File: config.mk
export PLATFORM = sky130hd
export DESIGN_NAME = sfx_synth
export DESIGN_NICKNAME = d
export VERILOG_FILES = /design/src/rtl/sfx_pkg.sv /design/src/rtl/sfx_osc.sv /design/src/rtl/sfx_synth.sv
export SDC_FILE = /design/constraint.sdc
export NUM_CORES = 1
export LEC_CHECK = 0
export ABC_AREA = 1
export BUFFER_PORTS_ARGS = -buffer_cell sky130_fd_sc_hd__buf_2
export CORE_MARGIN = 10
export CORE_UTILIZATION = 40
export DETAILED_ROUTE_END_ITERATION = 16
export SETUP_SLACK_MARGIN = 0.1
export SLEW_MARGIN = 20
export SYNTH_ARGS = -nofsm -noshare
export SYNTH_HDL_FRONTEND = slang
export SYNTH_SLANG_ARGS = --single-unit
File: constraint.sdc
create_clock -name clk -period 4.35 [get_ports clk]
set_clock_uncertainty 0.05 [all_clocks]
set_input_delay 0.435 -clock clk [delete_from_list [all_inputs] [get_ports clk]]
set_output_delay 0.435 -clock clk [all_outputs]
set_load 0.05 [all_outputs]
File: src/rtl/sfx_pkg.sv
// Shared definitions for the sfx_synth sound-effect generator.
// Latency: n/a (types, constants and the LFSR step function only).
// Backpressure: n/a.
package sfx_pkg;

  localparam logic [1:0] WAVE_SQUARE = 2'd0;
  localparam logic [1:0] WAVE_TRI    = 2'd1;
  localparam logic [1:0] WAVE_SAW    = 2'd2;
  localparam logic [1:0] WAVE_NOISE  = 2'd3;

  typedef enum logic [1:0] {
    IDLE    = 2'd0,
    ATTACK  = 2'd1,
    HOLD    = 2'd2,
    RELEASE = 2'd3
  } env_state_t;

  localparam logic [15:0] LFSR_SEED = 16'hACE1;
  // Right-shifting Galois form of x^16+x^14+x^13+x^11+1
  localparam logic [15:0] LFSR_TAPS = 16'hB400;

  function automatic logic [15:0] lfsr_step(input logic [15:0] s);
    return s[0] ? ((s >> 1) ^ LFSR_TAPS) : (s >> 1);
  endfunction

endpackage

File: src/rtl/sfx_osc.sv
// One oscillator channel: phase accumulator, noise LFSR and waveform select.
// Latency: 1 cycle from phase/LFSR state to the registered sample.
// Backpressure: none, free-running every cycle.
module sfx_osc
  import sfx_pkg::*;
#(
  parameter int PHASE_W = 22,
  parameter int AMP_W   = 8
) (
  input  logic               clk,
  input  logic               rst,
  input  logic [PHASE_W-1:0] tune,
  input  logic [1:0]         wave_sel,
  output logic [AMP_W-1:0]   sample
);

  logic [PHASE_W-1:0] phase;
  logic [15:0]        lfsr;
  logic               msb;
  logic               msb_q;
  logic [AMP_W-1:0]   ramp;
  logic [AMP_W-1:0]   tri_up;
  logic [AMP_W-1:0]   wave;

  assign msb    = phase[PHASE_W-1];
  assign ramp   = phase[PHASE_W-1 -: AMP_W];
  // Triangle folds the ramp: doubled lower bits, inverted in the second half-period
  assign tri_up = {phase[PHASE_W-2 -: AMP_W-1], 1'b0};

  always_comb begin
    wave = ramp;
    case (wave_sel)
      WAVE_SQUARE: wave = {AMP_W{msb}};
      WAVE_TRI:    wave = msb ? ~tri_up : tri_up;
      WAVE_SAW:    wave = ramp;
      WAVE_NOISE:  wave = lfsr[AMP_W-1:0];
    endcase
  end

  always_ff @(posedge clk) begin
    if (rst) begin
      phase  <= '0;
      lfsr   <= LFSR_SEED;
      msb_q  <= 1'b0;
      sample <= '0;
    end else begin
      phase  <= phase + tune;
      msb_q  <= msb;
      if (msb && !msb_q)
        lfsr <= lfsr_step(lfsr);
      sample <= wave;
    end
  end

endmodule

File: src/rtl/sfx_synth.sv
// Multi-channel oscillator mix scaled by a triggered AHR envelope, output as PWM.
// Latency: 3 pipeline stages from phase to scaled, then duty latched at PWM wrap, a_out +1 cycle.
// Backpressure: none; start is a one-cycle trigger that also retriggers.
module sfx_synth
  import sfx_pkg::*;
#(
  parameter int N_CH         = 2,
  parameter int PHASE_W      = 22,
  parameter int AMP_W        = 8,
  parameter int PWM_W        = 8,
  parameter int ENV_DIV      = 10_000,
  parameter int ATTACK_STEP  = 8,
  parameter int RELEASE_STEP = 2,
  parameter int HOLD_TICKS   = 50
) (
  input  logic                    clk,
  input  logic                    rst,
  input  logic                    start,
  input  logic [N_CH*PHASE_W-1:0] tune,
  input  logic [2*N_CH-1:0]       wave_sel,
  output logic                    busy,
  output logic                    gain,
  output logic                    shut_down_n,
  output logic                    a_out
);

  localparam int SUM_W  = AMP_W + 2;
  localparam int MIX_SH = $clog2(N_CH);
  localparam int PRE_W  = $clog2(ENV_DIV);
  localparam int HOLD_W = $clog2(HOLD_TICKS + 1);
  localparam logic [AMP_W-1:0] ENV_MAX  = '1;
  localparam logic [AMP_W:0]   ATK_STEP = (AMP_W+1)'(ATTACK_STEP);
  localparam logic [AMP_W-1:0] REL_STEP = AMP_W'(RELEASE_STEP);

  logic [AMP_W-1:0]  samples [N_CH];
  logic [SUM_W-1:0]  sum;
  logic [AMP_W-1:0]  mix;
  logic [AMP_W-1:0]  scaled;
  logic [AMP_W-1:0]  env;
  logic [AMP_W:0]    env_up;
  logic [PWM_W-1:0]  pwm_cnt;
  logic [PWM_W-1:0]  duty;
  logic [PWM_W-1:0]  duty_src;
  logic [PRE_W-1:0]  pre;
  logic [HOLD_W-1:0] hold_cnt;
  logic              tick;
  env_state_t        state;

  for (genvar k = 0; k < N_CH; k++) begin : g_ch
    sfx_osc #(
      .PHASE_W(PHASE_W),
      .AMP_W  (AMP_W)
    ) u_osc (
      .clk     (clk),
      .rst     (rst),
      .tune    (tune[k*PHASE_W +: PHASE_W]),
      .wave_sel(wave_sel[2*k +: 2]),
      .sample  (samples[k])
    );
  end

  always_comb begin
    sum = '0;
    for (int k = 0; k < N_CH; k++)
      sum = sum + SUM_W'(samples[k]);
  end

  if (PWM_W <= AMP_W) begin : g_duty_msb
    assign duty_src = scaled[AMP_W-1 -: PWM_W];
  end else begin : g_duty_pad
    assign duty_src = {scaled, {(PWM_W-AMP_W){1'b0}}};
  end

  assign tick        = (pre == PRE_W'(ENV_DIV - 1));
  assign env_up      = {1'b0, env} + ATK_STEP;
  assign gain        = 1'b0;
  assign shut_down_n = busy;

  always_ff @(posedge clk) begin
    if (rst) begin
      mix     <= '0;
      scaled  <= '0;
      pwm_cnt <= '0;
      duty    <= '0;
      a_out   <= 1'b0;
    end else begin
      mix     <= AMP_W'(sum >> MIX_SH);
      scaled  <= AMP_W'(((2*AMP_W)'(mix) * (2*AMP_W)'(env)) >> AMP_W);
      pwm_cnt <= pwm_cnt + PWM_W'(1);
      // Duty only changes at the period boundary so each PWM period is glitch-free
      if (pwm_cnt == '0)
        duty <= (state == IDLE) ? '0 : duty_src;
      a_out   <= (pwm_cnt < duty);
    end
  end

  always_ff @(posedge clk) begin
    if (rst || start)
      pre <= '0;
    else
      pre <= tick ? '0 : pre + PRE_W'(1);
  end

  // Retrigger keeps env where it is so a restart never clicks
  always_ff @(posedge clk) begin
    if (rst) begin
      state    <= IDLE;
      env      <= '0;
      hold_cnt <= '0;
      busy     <= 1'b0;
    end else if (start) begin
      state    <= ATTACK;
      hold_cnt <= '0;
      busy     <= 1'b1;
    end else if (tick) begin
      case (state)
        IDLE: env <= '0;
        ATTACK: begin
          if (env_up >= {1'b0, ENV_MAX}) begin
            env      <= ENV_MAX;
            state    <= HOLD;
            hold_cnt <= '0;
          end else begin
            env <= env_up[AMP_W-1:0];
          end
        end
        HOLD: begin
          if (hold_cnt == HOLD_W'(HOLD_TICKS - 1))
            state <= RELEASE;
          else
            hold_cnt <= hold_cnt + HOLD_W'(1);
        end
        RELEASE: begin
          if (env <= REL_STEP) begin
            env   <= '0;
            state <= IDLE;
            busy  <= 1'b0;
          end else begin
            env <= env - REL_STEP;
          end
        end
      endcase
    end
  end

endmodule

==> metrics <==
CTS Buf Count=17; CTS H-Tree Depth=4; Top FF cell, synth=dfxtp_1; worst-margin pin slew=0.903 ns; Initial Util=0.406; layout cells sized above 1=0.0718; status=finished clean; Tot Pwr=between 5 and 6 mW; Root Driver=clkbuf_16; gpl congestion=between 0.8 and 0.9; Slew Limit Fails=0; grt ovf=0; vias in the first global route=approximately 9700; largest family of logic cells by synthesized area=simple AND/OR/NAND/NOR gates; Skew-Pair Late Insertion Delay=approximately 0.43 ns; initial antenna violation count=1; Critical path origin=env[7]; asr flop ratio synth=0; setup TNS=0 ns; die area=35400 um2; synthesized area=11300 um2; Max IR drop VDD=between 0.2 and 0.3 mV; max_cap viols=0; reg2reg end=duty_src[6]; Iter 0 DRT Violations=roughly 540; first-pass GRT wire length=roughly 45000 um; Leak=approximately 6.4 nW; cell taking the most area after synthesis=dfxtp_1; Post-DP Area=11900 um2; period utilisation layout=0.915; cells after synthesis=roughly 1700; Worst Reg2Reg Path Length in Cells=16; clk slew on worst S/H paths=approximately 0.070 ns; CTS sink count=roughly 160; IO buf count=53; RSZ-0062 raised after global routing=false; CP Capture Point=duty_src[6]; Slew headroom=0.397; Synth Area in XOR/XNOR=0.0240; Core Region=~28000 um2; post-synthesis adder-cell area fraction=0.182; Nets=1878; Fillers=between 2000 and 3000; DRC=0; Setup Fix Bufs, Post-CTS=0; Inst Count DP=2044; Detailed Place HPWL=a little over 20000 um; Tot GR Track Use=0.147; Worst Path Max Fanout=9; routed vias/inst=just under 5; sequential cell area fraction in the yosys report=0.280; post-synthesis mux area share=0; FF-to-FF setup slack=0.37 ns; mean post-synth cell area=just under 7 um2; Netlist cell types=43; IO Pins=55; hold crit path type=in -> reg; most common cell after layout, fill and taps aside=nand2_1; Max Root-Sink Buffers=2; Setup-failing EPs final=0; final WL=26200 um; Layout Cells excl Fill=slightly above 2000; DR WL/cell=12.6 um; drt first pass iters=5; # rows=just over 60; Synthesized Nets=1847; EDFF count, synth=0; CP arrival=approximately 4.3 ns; Critical Path End Type=flip-flop; post-synthesis compound-gate area fraction=0.143; WP data required=4.62 ns; die width=188 um; Power per Cell Area=~440 nW/um2; area grow syn2layout=10.5%; Syn. warnings=0; Final Instance Area=12500 um2; CTS tree=done; Crit Path Category=reg -> reg; Tmin final=3.98 ns; Max Clock Freq=between 200 and 300 MHz; post-synthesis register bit count=around 160; post-route antenna net violation count=0; worst r2r src=env[7]; simple-gate share of the synthesized area=0.267; Startpoint Class=flip-flop; pin count of the biggest net entering global routing=54; Die Y=~190 um; most frequent cells in the layout=377 x nand2_1, 245 x inv_1, 191 x nor2_1, 149 x dfxtp_1, 139 x a21oi_1; Yosys top cell area share=0.280; Vias=~10000; largest cells by area after synthesis=dfxtp_1 28%, nand2_1 13%, ha_1 12%, inv_1 8.2%, fa_1 6.7%; Hold Fails Final Rpt=0
-- kinds of logic (layout without fill, tap and decap cells) --
group	after synthesis	in the layout
and+or+nand+nor	730	730
buffers and inverters	302	346
AOI/OAI and AO/OA	290	290
DFF	158	158
adders and majority gates	142	142
xor gates and xnor gates	31	31
other	1	2
-- power by group --
part           total [mW]  internal, mW  switching, mW
Combinational        1.92         0.707           1.21
Clock                1.52         0.857          0.664
Sequential           2.04          1.77          0.263
-- how the worst min path moves through the flow --
stage           start      to  slack (ns)  depth (start not counted)
6_report        start    busy        0.23                          3
5_1_grt         start    busy        0.23                          3
4_1_cts         start    busy        0.21                          3
3_5_place_dp   pre[0]  pre[0]        0.39                          1
3_3_place_gp   pre[0]  pre[0]        0.38                          1
2_1_floorplan  pre[0]  pre[0]        0.37                          1
-- cell type report --
cell class,instances,area [um2],share of cell area
sequential,158,3170,0.254
inverter,251,942,0.0754
timing repair buffer,63,340,0.0272
multi-input combinational,1194,6970,0.558
clock inverter,14,158,0.0126
clock buffer,18,429,0.0344
antenna,1,2.50,0.000200
tap,378,473,0.0379
-- critical path, cell delays in order, from the launching register on --
cell     delay, ns
dfxtp_2       0.41
nand2_1       0.10
fa_1          0.51
fa_1          0.55
inv_1         0.06
fa_1          0.53
inv_1         0.05
fa_1          0.52
inv_1         0.04
ha_1          0.32
nand2_1       0.08
nand2_1       0.07
a21o_1        0.19
a21oi_1       0.19
nand3_1       0.10
nand2_1       0.06
nor2_1        0.04
-- cell usage after synthesis, types with 20 or more instances --
library cell,instances
nand3_1,103
dfxtp_1,158
fa_1,38
ha_1,104
inv_1,246
a21oi_1,139
xnor2_1,22
nor3_1,20
o21ai_0,91
clkbuf_1,34
nand2_1,377
nor2_1,191
-- metal layers --
layer / part of all wire / track usage / wire length (um) / up-vias
li1: - / - / - / 5395
met1: 0.49 / 0.187 / 12800 / 4592
met2: 0.45 / 0.244 / 11800 / 159
met3: 0.039 / 0.0286 / 1030 / 36
met4: 0.022 / 0.0495 / 580 / 0
met5: 0 / 0 / 0 / -
-- stage by stage --
stage                     utilization  worst slack (ns)  hold WS, ns
after detailed placement        0.427             0.266        0.392
after global placement          0.427             0.295        0.381
after floorplan                     -             0.297        0.368
after CTS                       0.448             0.248        0.206
after global routing            0.448             0.113        0.230
final                           0.448             0.370        0.226
-- flip-flops by register name (all words and copies together), names as in the netlist --
signal,count
duty_src,8
a_out,1
g_ch.u_osc.lfsr,32
g_ch.u_osc.sample,16
mix,8
g_ch.u_osc.msb_q,2
hold_cnt,6
g_ch.u_osc.phase,44
duty,8
busy,1
pre,14
pwm_cnt,8
env,8
state,2
-- timing repair --
action,4_1_cts,5_1_grt
endpoints found under the setup margin,0,6
hold buffers,0,0
gates resized for setup,0,9
Note: power is estimated with default switching activity, not from simulation.
